$ cat config.mk
export PLATFORM = sky130hd
export DESIGN_NAME = gas_signature_tx
export DESIGN_NICKNAME = d
export VERILOG_FILES = /design/src/rtl/gas_pkg.sv /design/src/rtl/gas_bit_timer.sv /design/src/rtl/gas_signature_tx.sv
export SDC_FILE = /design/constraint.sdc
export NUM_CORES = 1
export LEC_CHECK = 0
export ABC_AREA = 1
export CAP_MARGIN = 5
export CORE_MARGIN = 8
export CORE_UTILIZATION = 42
export CTS_CLUSTER_SIZE = 8
export DETAILED_ROUTE_END_ITERATION = 12
export PLACE_DENSITY = 0.62
export SYNTH_ARGS = -nofsm -noshare
export SYNTH_HDL_FRONTEND = slang
export SYNTH_SLANG_ARGS = --single-unit
$ cat constraint.sdc
create_clock -name clk -period 2 [get_ports clk]
set_clock_uncertainty 0.05 [all_clocks]
set_input_delay 0.4 -clock clk [delete_from_list [all_inputs] [get_ports clk]]
set_output_delay 0.4 -clock clk [all_outputs]
set_load 0.05 [all_outputs]
$ cat src/rtl/gas_pkg.sv
`default_nettype none
// ============================================================================
// Module      : gas_pkg
// Description : Gas codes, signature patterns and transmitter FSM encoding
//               shared by the signature transmitter and the gas detectors.
// Revision    : 1.0 - initial release
// ============================================================================
package gas_pkg;

    localparam logic [1:0] GAS_CH4     = 2'b00;
    localparam logic [1:0] GAS_CO      = 2'b01;
    localparam logic [1:0] GAS_CO2     = 2'b10;
    localparam logic [1:0] GAS_ILLEGAL = 2'b11;

    localparam int SIG_W = 16;

    // Patterns are left-justified so the shift register MSB is the next bit.
    localparam logic [SIG_W-1:0] PAT_CH4 = 16'hB800;  // 10111000
    localparam logic [SIG_W-1:0] PAT_CO  = 16'hA930;  // 101010010011
    localparam logic [SIG_W-1:0] PAT_CO2 = 16'h9200;  // 100100100

    localparam logic [3:0] LEN_CH4 = 4'd8;
    localparam logic [3:0] LEN_CO  = 4'd12;
    localparam logic [3:0] LEN_CO2 = 4'd9;

    typedef enum logic [1:0] {
        ST_IDLE = 2'd0,
        ST_SEND = 2'd1,
        ST_GAP  = 2'd2
    } tx_state_t;

    function automatic logic [SIG_W-1:0] gas_pattern(input logic [1:0] code);
        case (code)
            GAS_CH4: gas_pattern = PAT_CH4;
            GAS_CO:  gas_pattern = PAT_CO;
            GAS_CO2: gas_pattern = PAT_CO2;
            default: gas_pattern = '0;
        endcase
    endfunction

    function automatic logic [3:0] gas_len(input logic [1:0] code);
        case (code)
            GAS_CH4: gas_len = LEN_CH4;
            GAS_CO:  gas_len = LEN_CO;
            GAS_CO2: gas_len = LEN_CO2;
            default: gas_len = 4'd0;
        endcase
    endfunction

endpackage
`default_nettype wire

$ cat src/rtl/gas_bit_timer.sv
`default_nettype none
// ============================================================================
// Module      : gas_bit_timer
// Description : Bit-time divider; flags the last cycle of each bit and
//               registers a strobe for the first cycle of each bit.
// Revision    : 1.0 - initial release
// ============================================================================
module gas_bit_timer #(
    parameter int CLKS_PER_BIT = 1
) (
    input  logic clk,
    input  logic arst,
    input  logic i_clear,
    input  logic i_active_nxt,
    output logic o_tick,
    output logic o_last_nxt,
    output logic o_strobe
);

    localparam int              CW     = (CLKS_PER_BIT > 1) ? $clog2(CLKS_PER_BIT) : 1;
    localparam logic [CW-1:0]   C_LAST = CW'(CLKS_PER_BIT - 1);

    logic [CW-1:0] r_cnt;
    logic [CW-1:0] w_cnt_nxt;
    logic          r_strobe;

    always_comb begin
        w_cnt_nxt = '0;
        if (!i_clear && (r_cnt != C_LAST)) begin
            w_cnt_nxt = r_cnt + CW'(1);
        end
    end

    assign o_tick     = !i_clear && (r_cnt == C_LAST);
    assign o_last_nxt = (w_cnt_nxt == C_LAST);
    assign o_strobe   = r_strobe;

    always_ff @(posedge clk or posedge arst) begin
        if (arst) begin
            r_cnt    <= '0;
            r_strobe <= 1'b0;
        end else begin
            r_cnt    <= w_cnt_nxt;
            r_strobe <= i_active_nxt && (w_cnt_nxt == '0);
        end
    end

endmodule
`default_nettype wire

$ cat src/rtl/gas_signature_tx.sv
`default_nettype none
// ============================================================================
// Module      : gas_signature_tx
// Description : Serializes a gas bit signature MSB first plus a zero guard
//               gap, optionally repeating the frame.
// Revision    : 1.0 - initial release
// ============================================================================
module gas_signature_tx
    import gas_pkg::*;
#(
    parameter int CLKS_PER_BIT = 1,
    parameter int GAP_BITS     = 4
) (
    input  logic       clk,
    input  logic       arst,
    input  logic       req_valid,
    output logic       req_ready,
    input  logic [1:0] req_gas,
    input  logic [3:0] req_repeat,
    output logic       dout,
    output logic       bit_strobe,
    output logic       busy,
    output logic       frame_done,
    output logic       err
);

    localparam int            GW         = $clog2(GAP_BITS + 1);
    localparam logic [GW-1:0] C_GAP_LAST = GW'(GAP_BITS - 1);

    tx_state_t        r_state,  w_state_nxt;
    logic [SIG_W-1:0] r_shift,  w_shift_nxt;
    logic [SIG_W-1:0] r_pat;
    logic [3:0]       r_len;
    logic [3:0]       r_bitcnt, w_bitcnt_nxt;
    logic [GW-1:0]    r_gapcnt, w_gapcnt_nxt;
    logic [3:0]       r_rep,    w_rep_nxt;
    logic             r_dout, r_ready, r_busy, r_fd, r_err;
    logic             w_accept, w_load, w_tick, w_last_nxt;

    gas_bit_timer #(
        .CLKS_PER_BIT (CLKS_PER_BIT)
    ) u_bit_timer (
        .clk          (clk),
        .arst         (arst),
        .i_clear      (r_state == ST_IDLE),
        .i_active_nxt (w_state_nxt != ST_IDLE),
        .o_tick       (w_tick),
        .o_last_nxt   (w_last_nxt),
        .o_strobe     (bit_strobe)
    );

    assign w_accept = req_valid && r_ready;
    assign w_load   = w_accept && (req_gas != GAS_ILLEGAL);

    always_comb begin
        w_state_nxt  = r_state;
        w_shift_nxt  = r_shift;
        w_bitcnt_nxt = r_bitcnt;
        w_gapcnt_nxt = r_gapcnt;
        w_rep_nxt    = r_rep;
        case (r_state)
            ST_IDLE: begin
                if (w_load) begin
                    w_state_nxt  = ST_SEND;
                    w_shift_nxt  = gas_pattern(req_gas);
                    w_bitcnt_nxt = gas_len(req_gas) - 4'd1;
                    w_rep_nxt    = req_repeat;
                end
            end
            ST_SEND: begin
                if (w_tick) begin
                    w_shift_nxt = {r_shift[SIG_W-2:0], 1'b0};
                    if (r_bitcnt == 4'd0) begin
                        w_state_nxt  = ST_GAP;
                        w_gapcnt_nxt = C_GAP_LAST;
                    end else begin
                        w_bitcnt_nxt = r_bitcnt - 4'd1;
                    end
                end
            end
            ST_GAP: begin
                if (w_tick) begin
                    if (r_gapcnt != '0) begin
                        w_gapcnt_nxt = r_gapcnt - GW'(1);
                    end else if (r_rep != 4'd0) begin
                        // Reload straight into SEND so repeated frames abut.
                        w_state_nxt  = ST_SEND;
                        w_rep_nxt    = r_rep - 4'd1;
                        w_shift_nxt  = r_pat;
                        w_bitcnt_nxt = r_len - 4'd1;
                    end else begin
                        w_state_nxt = ST_IDLE;
                    end
                end
            end
            default: w_state_nxt = ST_IDLE;
        endcase
    end

    // Outputs are registered from next-state values so they align with the state.
    always_ff @(posedge clk or posedge arst) begin
        if (arst) begin
            r_state  <= ST_IDLE;
            r_shift  <= '0;
            r_pat    <= '0;
            r_len    <= 4'd0;
            r_bitcnt <= 4'd0;
            r_gapcnt <= '0;
            r_rep    <= 4'd0;
            r_dout   <= 1'b0;
            r_ready  <= 1'b0;
            r_busy   <= 1'b0;
            r_fd     <= 1'b0;
            r_err    <= 1'b0;
        end else begin
            r_state  <= w_state_nxt;
            r_shift  <= w_shift_nxt;
            r_bitcnt <= w_bitcnt_nxt;
            r_gapcnt <= w_gapcnt_nxt;
            r_rep    <= w_rep_nxt;
            if (w_load) begin
                r_pat <= gas_pattern(req_gas);
                r_len <= gas_len(req_gas);
            end
            r_dout  <= (w_state_nxt == ST_SEND) && w_shift_nxt[SIG_W-1];
            r_ready <= (w_state_nxt == ST_IDLE);
            r_busy  <= (w_state_nxt != ST_IDLE);
            r_fd    <= (w_state_nxt == ST_GAP) && (w_gapcnt_nxt == '0) && w_last_nxt;
            r_err   <= w_accept && (req_gas == GAS_ILLEGAL);
        end
    end

    assign dout       = r_dout;
    assign req_ready  = r_ready;
    assign busy       = r_busy;
    assign frame_done = r_fd;
    assign err        = r_err;

endmodule
`default_nettype wire
Word level (Yosys, flattened, before mapping)
Cells that the tools add are included.

Register bits after elaboration: 56. Logic and storage cells: 95. Input port bits: 9.

Add/subtract/negate cells: 6. Equal/unequal tests: 14. Bitwise operators: 2. Reduce and logical (&&, ||, !) cells: 23. Multiplexer cells: 35.

Operator list (count): one-hot mux 16 bit (3 select lines) (2); 2-to-1 mux 16 bit (5); 2-to-1 mux 4 bit (12); one-hot mux 4 bit (3 select lines) (2); subtractor 4 x 1 -> 4 bit, second input constant (4); 2-to-1 mux 3 bit (4); 2-to-1 mux 2 bit (5); != test 2 bit, second input constant (5); logical AND 1 bit (9); == test 2 bit, second input constant (4); one-hot mux 4 bit (2 select lines) (1); AND reduction 7 bit (1); == test 2 x 1 -> 1 bit, second input constant (3); logical NOT 2 bit (3); one-hot mux 2 bit (3 select lines) (1); one-hot mux 3 bit (2 select lines) (1); AND reduction 6 bit (1); nonzero test 3 bit (2); AND reduction 5 bit (1); logical NOT 4 bit (1); != test 2 x 1 -> 1 bit, second input constant (2); nonzero test 2 bit (2); nonzero test 4 bit (1); logical NOT 3 bit (1); other kinds (5) (7).

Depth between registers and ports, before layout
Gate-level depths: netlist of run 1.

Word-level depth: 8. Mapped depth: 13. Gate-level depth less buffers: 12.

Hierarchy
A second synthesis of run 1 with hierarchy kept.

Cell total of the unflattened synthesis: 310. Area, all modules: 2313.5 um^2.

Modules (own cells, without submodules): gas_signature_tx (sequential area each 950.9 um^2, instances 1, cells an instance 302, area each 2237.1 um^2); gas_bit_timer (sequential area each 50.0 um^2, instances 1, cells an instance 8, area each 76.3 um^2).

Worst setup path before layout of run 1
No wires, ideal clock.

Path kind: register to register. Start: register r_state[0]. End: register r_bitcnt[2]. Data required time: 1.834 ns. Path buffers: 1. Slack: 0.316 ns. Arrival time: 1.518 ns. Cell stages (with the launch flop): 11. Cell sequence: dfrtp_1 > inv_1 > ha_1 > buf_2 > inv_1 > o21ai_0 > nand2_1 > ha_1 > xnor2_1 > nand2_1 > nand2_1.

Cells in the longest elaborated chain, start to end: 5. Elaborated cells on any way between the ends: 14.

Ends and longest elaborated chain: from (decl) (line gas_signature_tx.sv:30) `tx_state_t r_state, w_state_nxt;`; from (signal assigned) (line gas_signature_tx.sv:116) `r_state <= w_state_nxt;`; logical NOT 2 bit (line gas_signature_tx.sv:45, gas_signature_tx.sv:61); logical NOT 1 bit (line gas_bit_timer.sv:34) `assign o_tick = !i_clear && (r_cnt == C_LAST);`; logical AND 1 bit (line gas_bit_timer.sv:34); != test 2 x 1 -> 1 bit (no source line); AND reduction 7 bit (no source line); to (signal assigned) (line gas_signature_tx.sv:118) `r_bitcnt <= w_bitcnt_nxt;`; to (decl) (line gas_signature_tx.sv:34) `logic [3:0] r_bitcnt, w_bitcnt_nxt;`.

Parallel ways exist; a longest one is shown, timed or not. A chain may end at the register's enable or synchronous reset.

Worst setup path after layout of run 1
Start: register r_busy (netlist: busy). End: output port busy.

RTL lines: from (decl) (line gas_signature_tx.sv:37) `logic r_dout, r_ready, r_busy, r_fd, r_err;`; from (signal assigned) (line gas_signature_tx.sv:127) `r_busy <= (w_state_nxt != ST_IDLE);`; to (decl) (line gas_signature_tx.sv:22) `output logic busy,`.

No word-level cell between the ends.

==> out/results.ini, run 1 <==
[outcome]
status=completed

[power_and_ir_drop]
seq_power_share=0.329
pwr-share-comb=0.524
clockPowerShare=0.147
p_int_mw=2.08
power.density_mw_per_mm2=1400
vdd_drop_max_mv=0.502
swShare=0.452
leakagePower_nw=1.40
power_mw=3.79
netSwitchingPower_mw=1.72

[route]
via_per_inst=4.67
firstDrtPassIters=4
drt_drc_violations_left=0
ant_nets=0
num_vias=1906
drt_iter0_drc=90
wl_per_cell_um=11.6
routed_wl_um=4750

[setup_path]
cp-end-kind=primary output
cp.arrival_ns=1.42
crit_chain=clkdlybuf4s50_1
crit_type=reg -> out
crit_family=buffers and inverters
crit_cells=1
cp_max_fo=1
critPathLaunchType=flip-flop
reg2reg_slack_ns=0.15
cp.required_ns=1.55
max_stage_delay_ns=0.80
reg2reg_depth=12
crit_buf_inv=1
critPathSlowestCell=clkdlybuf4s50_1

[floorplanning]
die_y_um=90.4
chipWidth_um=90.4
coreArea_sq_mm=0.00544
die_area_sq_mm=0.00817
initial_core_util=0.427
io-pin-count=15
rows=27

[logic_synthesis]
ys_async_sr_fraction=1.00
synth_top_area_frac=0.431
yosysUniqueCellTypes=34
yosys_warnings=0
ys.flop_type=dfrtp_1
syn-num-nets=322
syn-cell-area_sq_mm=0.00232
synth_edf_count=0
netlist_top_cells_area=dfrtp_1 43%, nand2_1 16%, nor2_1 7.1%, nand3_1 4.5%, ha_1 4.3%
ys_seq_elements=40
yosysSeqAreaShare=0.431
syn_area_per_cell_sq_um=7.62
yosys.area.top_type=dfrtp_1
synthCells=305

[placed_design]
port_buffers=14
preCtsSetupSlack_ns=0.0330
hpwlAfterDp_um=3690
gp_congestion=0.809
place_inst=400

[timing]
setup_violations=0
min_period_over_period=0.937
rsz0062_at_grt=no
fin_crit_ns=1.87
tightest_slew_ns=0.508
fin_setup_tns_ns=0
fmax_mhz=533
maxSlewHeadroom=0.660
hold_viol=0
fin_ws_ns=0.125
finalMaxSlewViolations=0
hold_ws_ns=0.427

[job]
max_cap_violations=0

[cts]
htree_levels=2
cts_inserted_buffers=5
clkLatencyLatePin_ns=0.29
path_clk_slew_ns=0.08
cts_hold_buffers=0
cts_resized=0
cts_sinks=40
cts_setup_buffers=0
root_buffer=clkbuf_8
cts.path.max_buffers=2
cts_tree=yes

[final_layout]
syn2layout_area_growth_pct=17.0
fin_nets=352
regArea_sq_mm=0.00100
fillCellCount=541
final_cells=408
multi_input_area_sq_mm=0.00112
n_antenna_cell=0
layout-drive-gt1-share=0.176

[global_route]
grt_pass1_wl_um=8470
grt-ovfl-total=0
grt_pass1_vias=1903
antenna_found_initial=0
grt_max_degree=41
grt_usage=0.126

[hold_path]
hp-class=in -> async

-- cells in the mapped netlist, types with 3 or more instances --
library cell   n
dfrtp_1       40
ha_1           8
inv_1         25
inv_2          7
nand2_1       96
nand2_2        7
nand3_1       21
nand4_1        5
nor2_1        44
nor2_2         4
nor2_4         3
o21ai_0       12
o21ai_2        6
-- cell families (layout without fill, tap and decap cells) --
group                    after synthesis  count (layout)  share of synthesized area
adder cells (fa/ha/maj)                8               8                     0.0431
XOR/XNOR                               2               2                    0.00754
AO/OA/AOI/OAI                         25              25                     0.0662
AND/OR/NAND/NOR                      186             186                      0.363
buffers and inverters                 43              74                     0.0872
flip-flops                            40              40                      0.431
other                                  1               1                    0.00161
-- state kept, by name, indices dropped and copies added, names as in the netlist --
signal	flops
frame_done	1
u_bit_timer.r_cnt	1
r_len	1
err	1
req_ready	1
busy	1
r_rep	4
u_bit_timer.o_strobe	1
r_gapcnt	3
r_pat	4
dout	1
r_shift	15
r_state	2
r_bitcnt	4
-- through the flow --
stage,cell area (sq um),utilization
global placement,2630,0.483
global route,2720,0.500
detailed placement,2630,0.483
floorplan,2320,-
finish,2720,0.500
CTS,2720,0.500
-- cells in the final DEF (no fill, tap or decap), types with 3 or more instances in the layout --
cell and n:
nand2_1 96, nor2_1 44, dfrtp_1 40, inv_1 25, nand3_1 21, buf_4 15
clkdlybuf4s50_1 13, o21ai_0 12, ha_1 8, inv_2 7, nand2_2 7, o21ai_2 6
clkbuf_8 6, nand4_1 5, nor2_2 4, nor2_4 3
-- power groups by stage --
| stage | clock network, mW | logic, mW | registers, mW |
|---|---|---|---|
| CTS | 0.574 | 2.02 | 1.25 |
| global placement | 0 | 1.98 | 1.26 |
| detailed placement | 0 | 2.01 | 1.26 |
| global route | 0.608 | 2.26 | 1.28 |
| floorplan | 0 | 1.48 | 1.35 |
| finish | 0.556 | 1.99 | 1.25 |
-- layer usage --
| metal | up-vias | part of all wire | global-route usage | wire (um) |
|---|---|---|---|---|
| met1 | 882 | 0.47 | 0.147 | 2220 |
| li1 | 1003 | - | - | - |
| met4 | 0 | 0.017 | 0.0541 | 82 |
| met3 | 7 | 0.022 | 0.0291 | 104 |
| met2 | 14 | 0.49 | 0.214 | 2340 |
| met5 | - | 0 | 0 | 0 |
-- final cells by class --
| cell class | instances | area share |
|---|---|---|
| flip-flops and latches | 40 | 0.368 |
| clock buffers | 6 | 0.0304 |
| repair buffers | 29 | 0.0967 |
| clock inverters | 2 | 0.00368 |
| multi-input cells | 222 | 0.412 |
| inverters | 37 | 0.0557 |
| well taps | 72 | 0.0331 |
-- worst paths after layout --
check,endpoint,from
max,busy,busy
min,r_shift[5],arst
max reg2reg,r_bitcnt[0],r_state[0]
min reg2reg,r_shift[7],r_shift[7]
max in group asynchronous,r_gapcnt[0],arst
min in group clk,r_shift[7],r_shift[7]
(Power assumes the default switching activity.)
==> run 2: changes to the inputs <==
--- a/config.mk
+++ b/config.mk
@@ -7,11 +7,12 @@
 export LEC_CHECK = 0
 export ABC_AREA = 1
 export CAP_MARGIN = 5
-export CORE_MARGIN = 8
+export CORE_MARGIN = 5
 export CORE_UTILIZATION = 42
 export CTS_CLUSTER_SIZE = 8
 export DETAILED_ROUTE_END_ITERATION = 12
 export PLACE_DENSITY = 0.62
+export REMOVE_ABC_BUFFERS = 1
 export SYNTH_ARGS = -nofsm -noshare
 export SYNTH_HDL_FRONTEND = slang
 export SYNTH_SLANG_ARGS = --single-unit
==> run 2 against run 1 <==
Against the previous run:
- setup slack lost 0.0053 ns
- critical path type unchanged
- first-iteration DRC count fell by 20%
- final cell count decreased by 0.98%
- combinational power increased by 3%
- sequential power hardly changed
- worst hold slack better by 0.0091 ns
==> out/results.ini, run 2 (same netlist as run 1, synthesis figures left out) <==
[setup_path]
cp.required_ns=1.55  ; about the same
max_stage_delay_ns=0.80  ; about the same
crit_type=reg -> out  ; unchanged
critPathLaunchType=flip-flop  ; unchanged
crit_family=buffers and inverters  ; unchanged
critPathSlowestCell=clkdlybuf4s50_1  ; unchanged
reg2reg_slack_ns=0.15  ; about the same
crit_buf_inv=1  ; unchanged
rr_startpoint=r_state[0]  ; unchanged
crit_chain=clkdlybuf4s50_1  ; unchanged
cp.arrival_ns=1.43  ; was 1.42 ns
cp_max_fo=1  ; unchanged
startpoint=frame_done  ; was busy
crit_cells=1  ; unchanged
crit_end=frame_done  ; was busy
cp-end-kind=primary output  ; unchanged
worst_r2r_endpoint=r_bitcnt[1]  ; was r_bitcnt[0]
reg2reg_depth=11  ; was 12

[global_route]
grt_pass1_vias=1921  ; was 1903
grt-ovfl-total=0  ; unchanged
antenna_found_initial=0  ; unchanged
grt_usage=0.150  ; was 0.126
grt_pass1_wl_um=8690  ; was 8470 um
grt_max_degree=41  ; unchanged

[cts]
cts_sinks=40  ; unchanged
htree_levels=2  ; unchanged
cts_inserted_buffers=5  ; unchanged
root_buffer=clkbuf_8  ; unchanged
cts.path.max_buffers=2  ; unchanged
path_clk_slew_ns=0.08  ; about the same
cts_hold_buffers=0  ; unchanged
clkLatencyLatePin_ns=0.30  ; was 0.29 ns
cts_tree=yes  ; unchanged

[route]
wl_met2_um=2300  ; was 2340 um
wl_per_cell_um=12.2  ; was 11.6 um
wl_met3_um=167  ; was 104 um
num_vias=1916  ; was 1906
firstDrtPassIters=4  ; unchanged
drt-met1-wl_um=2380  ; was 2220 um
ant_nets=0  ; unchanged
routed_wl_um=4920  ; was 4750 um
drt_iter0_drc=72  ; was 90
highest-signal-layer=met4  ; unchanged
via_per_inst=4.74  ; was 4.67
drt_drc_violations_left=0  ; unchanged

[floorplanning]
chipWidth_um=84.4  ; was 90.4 um
io-pin-count=15  ; unchanged
die_area_sq_mm=0.00712  ; was 0.00817 sq mm
initial_core_util=0.427  ; unchanged
die_y_um=84.4  ; was 90.4 um
rows=27  ; unchanged
coreArea_sq_mm=0.00544  ; unchanged

[timing]
hold_viol=0  ; unchanged
maxSlewHeadroom=0.653  ; was 0.660
fin_crit_ns=1.88  ; was 1.87 ns
setup_violations=0  ; unchanged
min_period_over_period=0.940  ; was 0.937
fin_setup_tns_ns=0  ; unchanged
fmax_mhz=532  ; was 533 MHz
rsz0062_at_grt=no  ; unchanged
tightest_slew_ns=0.520  ; was 0.508 ns
finalMaxSlewViolations=0  ; unchanged

[placed_design]
gp_congestion=0.805  ; was 0.809
hpwlAfterDp_um=3750  ; was 3690 um
port_buffers=14  ; unchanged

[final_layout]
max_flop_register=r_shift  ; unchanged
layout-drive-gt1-share=0.172  ; was 0.176
fin_nets=349  ; was 352
largest_reg_flops=15  ; unchanged
layout_common_cells=96 x nand2_1, 44 x nor2_1, 40 x dfrtp_1  ; unchanged
fillCellCount=548  ; was 541
final_core_util=0.505  ; was 0.500
syn2layout_area_growth_pct=18.2  ; was 17.0%
n_antenna_cell=0  ; unchanged
final_common_cell=nand2_1  ; unchanged

[job]
max_cap_violations=0  ; unchanged

[hold_path]
hp-class=reg -> reg  ; was in -> async

[outcome]
status=completed  ; unchanged

[power_and_ir_drop]
vdd_drop_max_mv=0.729  ; was 0.502 mV
power.density_mw_per_mm2=1490  ; was 1400 mW/mm^2
leakagePower_nw=1.40  ; about the same

[run 2: tightest hold or removal path, delay by kind of cell (launching register included)]
family,cells,cell delay (ns)
flops,1,0.35
compound gates,1,0.05
simple gates,1,0.06
[run 2: worst min path at each step]
stage | from | end | slack, ns | cells past startpoint
2_1_floorplan | r_len[3] | r_len[3] | 0.38 | 2
3_3_place_gp | r_shift[2] | r_shift[2] | 0.43 | 2
3_5_place_dp | r_shift[2] | r_shift[2] | 0.43 | 2
4_1_cts | r_shift[2] | r_shift[2] | 0.44 | 2
5_1_grt | r_shift[2] | r_shift[2] | 0.47 | 2
6_report | r_shift[2] | r_shift[2] | 0.44 | 2
[run 2: area by class of cell]
type                       count  area, sq um  share of cell area
sequential                    40         1000               0.364
clock inverter                 2         60.1              0.0219
clock buffer                   5         68.8              0.0251
inverter                      37          151              0.0551
tap                           72         90.1              0.0328
timing repair buffer          26          240              0.0875
multi-input combinational    222         1130               0.413
[run 2: what timing repair did]
action	CTS	global route
setup buffers	0	0
setup endpoints to repair	0	4
resized for setup	0	3
[run 2: through the flow]
step	setup slack (ns)	area, sq um	power (mW)	instances	hold slack, ns
2_1_floorplan	0.251	2270	2.76	299	0.384
3_3_place_gp	0.0902	2600	3.26	397	0.425
3_5_place_dp	0.0434	2600	3.28	397	0.425
4_1_cts	0.0881	2730	4.07	404	0.444
5_1_grt	0.0251	2750	4.45	404	0.469
6_report	0.120	2750	4.08	404	0.436
[run 2: layer usage]
| metal | vias to the layer above | GRT usage |
|---|---|---|
| met5 | - | 0 |
| met4 | 0 | 0.0432 |
| met3 | 8 | 0.0383 |
| met2 | 25 | 0.250 |
| met1 | 885 | 0.195 |
| li1 | 998 | - |
[run 2: report_power, final]
group	switching (mW)	internal (mW)	leakage, nW
sequential	0.159	1.09	0.504
clock	0.287	0.491	0.0642
combinational	1.32	0.735	0.827
total	1.76	2.32	1.40
